--- src/rtl/alu_issue_queue_pkg.sv ---
// Shared definitions for the ALU issue queue and the pipeline_ALU bench drivers.
// Packed instruction word: {func[23:20], rd[19:16], rs1[15:12], rs2[11:8], addr[7:0]}.
package alu_pkg;

  localparam int INSTR_W   = 24;
  localparam int REG_IDX_W = 4;
  localparam int ADDR_W    = 8;
  localparam int FUNC_W    = 4;

  localparam int FUNC_LSB  = 20;
  localparam int RD_LSB    = 16;
  localparam int RS1_LSB   = 12;
  localparam int RS2_LSB   = 8;
  localparam int ADDR_LSB  = 0;

  typedef struct packed {
    logic [FUNC_W-1:0]    func;
    logic [REG_IDX_W-1:0] rd;
    logic [REG_IDX_W-1:0] rs1;
    logic [REG_IDX_W-1:0] rs2;
    logic [ADDR_W-1:0]    addr;
  } instr_t;

  // One scoreboard slot: destination of an op issued some cycles ago.
  typedef struct packed {
    logic                 v;
    logic [REG_IDX_W-1:0] rd;
  } sb_entry_t;

  function automatic instr_t make_instr(input logic [FUNC_W-1:0] func,
                                        input logic [REG_IDX_W-1:0] rd,
                                        input logic [REG_IDX_W-1:0] rs1,
                                        input logic [REG_IDX_W-1:0] rs2,
                                        input logic [ADDR_W-1:0] addr);
    logic [INSTR_W-1:0] w;
    w = '0;
    w[FUNC_LSB +: FUNC_W]    = func;
    w[RD_LSB   +: REG_IDX_W] = rd;
    w[RS1_LSB  +: REG_IDX_W] = rs1;
    w[RS2_LSB  +: REG_IDX_W] = rs2;
    w[ADDR_LSB +: ADDR_W]    = addr;
    return instr_t'(w);
  endfunction

endpackage

--- src/rtl/alu_issue_queue_if.sv ---
// Instruction push side and issue side of the ALU issue queue.
// slave = the queue, master = the producer/consumer driving it.
interface alu_issue_queue_if;
  import alu_pkg::*;

  logic                 in_valid;
  logic                 in_ready;
  instr_t               in_instr;
  logic                 issue_vld;
  logic [REG_IDX_W-1:0] rs1;
  logic [REG_IDX_W-1:0] rs2;
  logic [REG_IDX_W-1:0] rd;
  logic [FUNC_W-1:0]    func;
  logic [ADDR_W-1:0]    addr;

  modport master (
    output in_valid, in_instr,
    input  in_ready, issue_vld, rs1, rs2, rd, func, addr
  );

  modport slave (
    input  in_valid, in_instr,
    output in_ready, issue_vld, rs1, rs2, rd, func, addr
  );

endinterface

--- src/rtl/alu_issue_queue_fifo.sv ---
// DEPTH-entry instruction FIFO with occupancy count; head is read combinationally.
// Pointers wrap modulo DEPTH (DEPTH is a power of two). No write-through bypass.
module issue_fifo
  import alu_pkg::*;
#(
  parameter int DEPTH = 8,
  localparam int PTR_W = $clog2(DEPTH),
  localparam int CNT_W = PTR_W + 1
) (
  input  logic             clk1,
  input  logic             rst,
  input  logic             flush,
  input  logic             push,
  input  logic             pop,
  input  instr_t           din,
  output instr_t           head,
  output logic [CNT_W-1:0] count,
  output logic             full,
  output logic             empty
);

  instr_t           mem [DEPTH];
  logic [PTR_W-1:0] wr_ptr;
  logic [PTR_W-1:0] rd_ptr;
  logic             do_push;
  logic             do_pop;

  assign full    = (count == CNT_W'(DEPTH));
  assign empty   = (count == '0);
  assign do_push = push && !full && !flush;
  assign do_pop  = pop && !empty && !flush;
  assign head    = mem[rd_ptr];

  // Entry storage; contents are don't-care until written.
  always_ff @(posedge clk1) begin
    if (do_push) mem[wr_ptr] <= din;
  end

  // Pointers and occupancy; reset and flush both empty the queue.
  always_ff @(posedge clk1) begin
    if (rst || flush) begin
      wr_ptr <= '0;
      rd_ptr <= '0;
      count  <= '0;
    end else begin
      if (do_push) wr_ptr <= wr_ptr + 1'b1;
      if (do_pop)  rd_ptr <= rd_ptr + 1'b1;
      case ({do_push, do_pop})
        2'b10:   count <= count + 1'b1;
        2'b01:   count <= count - 1'b1;
        default: count <= count;
      endcase
    end
  end

endmodule

--- src/rtl/alu_issue_queue.sv ---
// In-order ALU issue queue: buffers instructions and issues at most one per clock,
// bubbling the head while one of its sources matches an rd issued within the
// last HAZ_WIN cycles. Optional ISSUE_STATS_EN adds saturating issue/stall counters.
module alu_issue_queue
  import alu_pkg::*;
#(
  parameter int DEPTH   = 8,
  parameter int HAZ_WIN = 2
) (
  input  logic                   clk1,
  input  logic                   rst,
  alu_issue_queue_if.slave       bus,
  input  logic                   issue_en,
  input  logic                   flush,
  output logic [$clog2(DEPTH):0] count
`ifdef ISSUE_STATS_EN
  ,
  output logic [15:0]            stat_issued,
  output logic [15:0]            stat_stall
`endif
);

  instr_t    head;
  logic      full;
  logic      empty;
  logic      push;
  logic      issue;
  logic      hazard;
  sb_entry_t sb [HAZ_WIN];

  assign bus.in_ready = !full;
  assign push         = bus.in_valid && !full && !flush;
  assign issue        = !empty && issue_en && !hazard && !flush;

  issue_fifo #(.DEPTH(DEPTH)) u_fifo (
    .clk1  (clk1),
    .rst   (rst),
    .flush (flush),
    .push  (push),
    .pop   (issue),
    .din   (bus.in_instr),
    .head  (head),
    .count (count),
    .full  (full),
    .empty (empty)
  );

  // RAW check of the head sources against every pending destination; rd-only match is allowed.
  always_comb begin
    hazard = 1'b0;
    for (int unsigned i = 0; i < HAZ_WIN; i++) begin
      if (sb[i].v && ((sb[i].rd == head.rs1) || (sb[i].rd == head.rs2))) hazard = 1'b1;
    end
  end

  // Scoreboard shifts every cycle, including bubbles, so pending entries age out.
  always_ff @(posedge clk1) begin
    if (rst || flush) begin
      for (int unsigned i = 0; i < HAZ_WIN; i++) sb[i] <= '0;
    end else begin
      sb[0] <= {issue, head.rd};
      for (int unsigned i = 1; i < HAZ_WIN; i++) sb[i] <= sb[i-1];
    end
  end

  // Issue registers: fields load only on issue and otherwise hold their last value.
  always_ff @(posedge clk1) begin
    if (rst) begin
      bus.issue_vld <= 1'b0;
      bus.rs1       <= '0;
      bus.rs2       <= '0;
      bus.rd        <= '0;
      bus.func      <= '0;
      bus.addr      <= '0;
    end else begin
      bus.issue_vld <= issue;
      if (issue) begin
        bus.rs1  <= head.rs1;
        bus.rs2  <= head.rs2;
        bus.rd   <= head.rd;
        bus.func <= head.func;
        bus.addr <= head.addr;
      end
    end
  end

`ifdef ISSUE_STATS_EN
  // Saturating counts of issued instructions and hazard-stalled cycles.
  always_ff @(posedge clk1) begin
    if (rst || flush) begin
      stat_issued <= '0;
      stat_stall  <= '0;
    end else begin
      if (issue && (stat_issued != '1)) stat_issued <= stat_issued + 1'b1;
      if (!empty && issue_en && hazard && (stat_stall != '1)) stat_stall <= stat_stall + 1'b1;
    end
  end
`endif

endmodule

--- src/flat_wrapper.sv ---
// flat-port wrapper written by rule: the top's interface ports become plain ports
module alu_issue_queue_flat import alu_pkg::*;
#(
  parameter int DEPTH   = 8,
  parameter int HAZ_WIN = 2
)
  (clk1, rst, issue_en, flush, count, bus_in_valid, bus_in_instr, bus_in_ready, bus_issue_vld, bus_rs1, bus_rs2, bus_rd, bus_func, bus_addr);
  alu_issue_queue_if bus_i ();
  input  logic clk1;
  input  logic rst;
  input  logic issue_en;
  input  logic flush;
  output logic [$clog2(DEPTH):0] count;
  input wire logic [$bits(bus_i.in_valid)-1:0] bus_in_valid;
  input wire logic [$bits(bus_i.in_instr)-1:0] bus_in_instr;
  output wire logic [$bits(bus_i.in_ready)-1:0] bus_in_ready;
  output wire logic [$bits(bus_i.issue_vld)-1:0] bus_issue_vld;
  output wire logic [$bits(bus_i.rs1)-1:0] bus_rs1;
  output wire logic [$bits(bus_i.rs2)-1:0] bus_rs2;
  output wire logic [$bits(bus_i.rd)-1:0] bus_rd;
  output wire logic [$bits(bus_i.func)-1:0] bus_func;
  output wire logic [$bits(bus_i.addr)-1:0] bus_addr;
  assign bus_i.in_valid = bus_in_valid;
  assign bus_i.in_instr = bus_in_instr;
  assign bus_in_ready = bus_i.in_ready;
  assign bus_issue_vld = bus_i.issue_vld;
  assign bus_rs1 = bus_i.rs1;
  assign bus_rs2 = bus_i.rs2;
  assign bus_rd = bus_i.rd;
  assign bus_func = bus_i.func;
  assign bus_addr = bus_i.addr;
  alu_issue_queue #(.DEPTH(DEPTH), .HAZ_WIN(HAZ_WIN)) u_core (.clk1(clk1), .rst(rst), .bus(bus_i), .issue_en(issue_en), .flush(flush), .count(count));
endmodule
--- config.mk ---
export PLATFORM = sky130hd
export DESIGN_NAME = alu_issue_queue_flat
export DESIGN_NICKNAME = d
export VERILOG_FILES = /design/src/rtl/alu_issue_queue_pkg.sv /design/src/rtl/alu_issue_queue_if.sv /design/src/rtl/alu_issue_queue_fifo.sv /design/src/rtl/alu_issue_queue.sv /design/src/flat_wrapper.sv
export SDC_FILE = /design/constraint.sdc
export NUM_CORES = 1
export LEC_CHECK = 0
export ABC_AREA = 1
export CAP_MARGIN = 20
export CELL_PAD_IN_SITES_DETAIL_PLACEMENT = 1
export CELL_PAD_IN_SITES_GLOBAL_PLACEMENT = 1
export CORE_MARGIN = 2
export CORE_UTILIZATION = 40
export DETAILED_ROUTE_END_ITERATION = 8
export PLACE_DENSITY = 0.69
export SYNTH_ARGS = -nofsm -noshare
export SYNTH_HDL_FRONTEND = slang
export SYNTH_HIERARCHICAL = 1
export SYNTH_SLANG_ARGS = --single-unit
--- constraint.sdc ---
create_clock -name clk1 -period 6.1 [get_ports clk1]
set_input_delay 1.22 -clock clk1 [delete_from_list [all_inputs] [get_ports clk1]]
set_output_delay 1.22 -clock clk1 [all_outputs]
set_load 0.01 [all_outputs]
* Word-level counts from Yosys, hierarchy flattened
Memories as Yosys holds them, arrays and structs flattened. A register that Yosys moved wholly into a read port is not among the register bits.
Cells that the tools add are included.
** Storage, ports and cells
- Register bits after elaboration :: 35
- Memory bits (writable) :: 202
- Input port bits :: 29
- Output and inout bits :: 30
- Logic and storage cells :: 56
- Memories :: 2
** Memories
- u_core.u_fifo.mem :: depth 8, bits a word 24, read ports 1, clocked after memory_dff 1, write ports 1, line alu_issue_queue_fifo.sv:22 : instr_t mem [DEPTH];
- u_core.sb :: depth 2, bits a word 5, read ports 2, clocked after memory_dff 0, write ports 2, line alu_issue_queue.sv:29 : sb_entry_t sb [HAZ_WIN];
** Operators by class
- Add/sub/neg operators :: 4
- Equal/unequal tests :: 7
- Mux-type cells :: 12
- Bitwise operators :: 2
- Reduce and logical (&&, ||, !) cells :: 20
** Operator list (number)
- $eq 4x4->1 :: 4
- $logic_and 1x1->1 :: 11
- $mux 5 :: 2
- $pmux 4 s2 :: 1
- $mux 1 :: 7
- $add 3x1->3 const B :: 2
- $mux 3 :: 2
- $add 4x1->4 const B :: 1
- $eq 4x4->1 const B :: 1
- $logic_not 1->1 :: 4
- $logic_not 4->1 :: 1
- $sub 4x1->4 const B :: 1
- $logic_or 1x1->1 :: 3
- $eq 2x1->1 const B :: 1
- $eq 2x2->1 const B :: 1
- $or 1x1->1 :: 2
- $reduce_bool 2->1 :: 1

* Longest topological paths before layout
- Word-level depth :: 12
- Mapped depth :: 31
- Depth with buffers taken out :: 27

* Modules after synthesis
The synthesis kept the hierarchy.
** By module, submodules not included
- issue_fifo :: instances 1, cells each 641, area an instance 8207.9 sq um, sequential area each 6025.8 sq um
- alu_issue_queue :: instances 1, cells each 299, area an instance 1844.3 sq um, sequential area each 700.7 sq um

* Least setup slack after synthesis
OpenSTA, ideal clock, no wires.
- Path type :: input to register
- From :: input port flush
- To :: register u_core.u_fifo.count[2]
- Library setup time :: 115 ps
- Data arrival time :: 3152 ps
- Required time :: 5985 ps
- Setup slack :: 2832 ps
- Cell stages on the path :: 15
- Buffers on the path :: 1
- Cell sequence :: nor3b_2 > nand3_4 > buf_6 > inv_1 > nand2_1 > nor2_2 > ha_1 > nand2_1 > inv_1 > nor2_1 > ha_1 > a21oi_1 > xnor2_1 > o21ai_0 > inv_1
** On the way
- Cells in the longest elaborated chain, start to end :: 6
- Elaborated cells between the ends (all ways) :: 12
- Classes of those cells :: eq/ne: 2; mux: 1; reduce/logical: 9
** Ends and longest elaborated chain
- from (decl) :: line flat_wrapper.sv:12 : input logic flush;
- $logic_not 1->1 * :: line alu_issue_queue.sv:33 : assign issue = !empty && issue_en && !hazard && !flush;
- $logic_and 1x1->1 * :: line alu_issue_queue.sv:33
- via u_core.issue :: line alu_issue_queue.sv:27 : logic issue;
- $logic_and 1x1->1 * (2 in series) :: line alu_issue_queue_fifo.sv:31 : assign do_pop = pop && !empty && !flush;
- via u_core.u_fifo.do_pop :: line alu_issue_queue_fifo.sv:26 : logic do_pop;
- $eq 2x1->1 or $eq 2x2->1 (tied branches) :: line alu_issue_queue_fifo.sv:48 : case ({do_push, do_pop})
- $pmux 4 s2 or $reduce_bool 2->1 (tied branches)
- to (signal assigned) :: line alu_issue_queue_fifo.sv:49 : 2'b10: count <= count + 1'b1;
- to (signal assigned) :: line alu_issue_queue_fifo.sv:50 : 2'b01: count <= count - 1'b1;
- to (signal assigned) :: line alu_issue_queue_fifo.sv:51 : default: count <= count;
- to (decl) :: line alu_issue_queue_fifo.sv:17 : output logic [CNT_W-1:0] count,
Mark *: on every way through the listed nets, which the timed path passes. The rest lies on a longest branch.
A chain may end at the register's enable or synchronous reset.

==> impl_metrics.toml <==
[status]
status = "completed"

[logic_synthesis]
ys_seq_elements = 240
yosysWarnings = 6
seq_area_frac_synth = 0.669
synth_top_cell_by_area = "edfxtp_1"
synth_nets = 974
yosysTopAreaCellShare = 0.574
syn_area_um2 = 10100
synth_area_per_cell_um2 = 10.7
synth_cell_type_count = 31
synth_cells = 940
synth_area_leaders = "edfxtp_1 57%, dfxtp_1 9.6%, nand2_1 6.8%"

[grt]
grt_pass1_wl_um = 37700
grt_pass1_vias = 6868
grt_usage = 0.183
antenna_found_initial = 0
overflow = 0
grt_max_degree = 66

[timing]
period_needed_ns = 4.72
drv_slew = 0
tns_ns = 0
fin_ws_ns = 1.38
finalHoldViolations = 0
fin_crit_sh = 0.774
finalSetupViolCount = 0
clock.fmax_mhz = 212
slew_headroom = 0.437
clock_skew_ns = 0.0129
worst_pin_slew_ns = 0.844
rsz0062_at_grt = "no"

[detailed_routing]
wl_um = 24000
dr.pass1.iters = 4
drtIter0Drc = 385
viasPerCell = 4.95
route.detailed.drc = 0
via_count = 6684
wl_per_cell_um = 17.8
detail-route-antenna-nets = 0

[critical_path]
cp.buffers_inverters = 5
slowest_stage = "buf_4"
arrival_ns = 5.17
max_stage_delay_ns = 0.71
critPathTopFamily = "simple AND/OR/NAND/NOR gates"
crit_top_cell = "nand2_1"
path_class = "flip-flop to flip-flop"
crit_path_end_kind = "flip-flop"
required_ns = 6.55
critical_path.max_fanout = 65
critPathLaunchType = "flip-flop"

[power]
power_density_nw_per_um2 = 293
p_leak_nw = 4.33
ir_drop_mv = 0.209

[clock_network]
cts.clk_slew.worst_paths_ns = 0.06
tritoncts = "built"
cts_buffers = 27
cts-hold-fix-buffers = 0
htreeDepth = 1
clk_latency_ns = 0.55
cts_resized = 0
clock-sinks = 240
clockRootBuffer = "clkbuf_16"
cts_setup_buffers = 0
cts_buffer_depth = 3

[floorplan]
io_pins = 59
die_area_um2 = 26400
design.core.area_um2 = 24900
die_h_um = 163
die_x_um = 163
num_rows = 58
initial_core_util = 0.404

[placed_design]
dpl-instance-area_um2 = 10900
gp_congestion = 0.738
pre_cts_slack_ns = 1.31
dp_hpwl_um = 14300
io_buffers = 58

[final_layout]
area_growth_pct = 16.8
antennaDiodeCount = 0
final_core_util = 0.472
fillers = 2689
multiInputGateArea_um2 = 2660
seq_area_um2 = 6730
nNetsFinal = 1033
final_cell_area_um2 = 11700
drive_gt1_frac = 0.0795

[flow_run]
drv_cap = 0

[min_path]
min_path_type = "flip-flop to flip-flop"
## metrics by stage
step / instances / power [W] / hold slack (ns)
after floorplan: 940 / 0.00187 / 0.420
after global placement: 1299 / 0.00193 / 0.461
after detailed placement: 1299 / 0.00193 / 0.456
after CTS: 1348 / 0.00348 / 0.478
after global routing: 1349 / 0.00355 / 0.502
final: 1349 / 0.00344 / 0.480
## path summary, 6_finish.rpt
check,from,end,slack (ns),cells past startpoint
max reg2reg,flip-flop,u_core/u_fifo/count[2],1.38,25
max,flip-flop,u_core/u_fifo/count[2],1.38,25
min reg2reg,u_core/sb[0][4],u_core/sb[0][9],0.48,2
min,u_core/sb[0][4],u_core/sb[0][9],0.48,2
## kinds of logic after synthesis
logic type	Yosys count	share of synthesized area
flip-flops	240	0.669
adder cells (fa/ha/maj)	5	0.00622
XOR/XNOR	8	0.00697
buffers and inverters	147	0.0685
multiplexers	24	0.0239
AND/OR/NAND/NOR	382	0.156
AO/OA/AOI/OAI	134	0.0697
## final cells by class
class / count / share of cell area
sequential: 240 / 0.573
multi-input combinational: 553 / 0.226
timing repair buffer: 74 / 0.0607
clock buffer: 34 / 0.0598
tap: 330 / 0.0352
inverter: 103 / 0.0329
clock inverter: 15 / 0.0116
## registers in the layout (all words and copies together), names as in the netlist, named ones only
name                  cells
u_core/bus.rd             4
u_core/u_fifo/mem       192
u_core/u_fifo/count       4
u_core/u_fifo/rd_ptr      3
u_core/bus.issue_vld      1
u_core/bus.addr           8
u_core/bus.rs1            4
u_core/u_fifo/wr_ptr      3
u_core/bus.rs2            4
u_core/sb                10
u_core/bus.func           4
## synth_stat cells, drive strengths merged
| master | instances |
|---|---|
| or2 | 1 |
| nor3 | 1 |
| edfxtp | 192 |
| buf | 29 |
| dfxtp | 48 |
| xor2 | 6 |
| ha | 5 |
| nand3 | 6 |
| nor3b | 1 |
| xnor2 | 2 |
| nand2 | 192 |
| nand4 | 24 |
| clkbuf | 15 |
| a21oi | 10 |
| o21ai | 100 |
| o22ai | 24 |
| mux2i | 24 |
| nor2 | 157 |
| inv | 103 |
## where the power goes
group	switching [W]	total, W	internal, W
Clock	0.000643	0.00154	0.000899
Sequential	0.00000617	0.00178	0.00178
Combinational	0.0000664	0.000110	0.0000437
## routing by layer
layer,vias up,wire length (um),track usage
met5,-,0,0
met2,119,11400,0.312
met3,42,908,0.0239
li1,3259,-,-
met4,0,622,0.0507
met1,3264,11100,0.248
## worst register-to-register path, stage by stage, from the launching register on
cell and delay (ns):
dfxtp_4 0.62, buf_4 0.71, mux2i_1 0.28, o22ai_1 0.09, nand2_1 0.10, nand2_1 0.11
inv_1 0.11, nand2_1 0.05, nand2_1 0.07, nor2_1 0.04, nand2_1 0.05, nand2_1 0.06
nand2_2 0.37, nand3_4 0.41, inv_1 0.15, nand2_1 0.12, nor2_2 0.20, ha_1 0.26
nand2_1 0.07, inv_1 0.08, nor2_1 0.06, ha_1 0.17, a21oi_1 0.15, xnor2_1 0.08
o21ai_0 0.16, inv_1 0.05
## cells in the final DEF (no fill, tap or decap), types with 15 or more instances in the layout
cell | synthesis | routed
edfxtp_1 | 192 | 192
nand2_1 | 183 | 183
nor2_1 | 155 | 147
inv_1 | 100 | 100
o21ai_0 | 66 | 66
clkdlybuf4s50_1 | 0 | 58
dfxtp_1 | 48 | 46
o21ai_1 | 34 | 34
clkbuf_16 | 0 | 27
nand4_1 | 24 | 24
mux2i_1 | 24 | 24
o22ai_1 | 24 | 24
buf_4 | 4 | 15
Note: power is estimated with default switching activity, not from simulation.
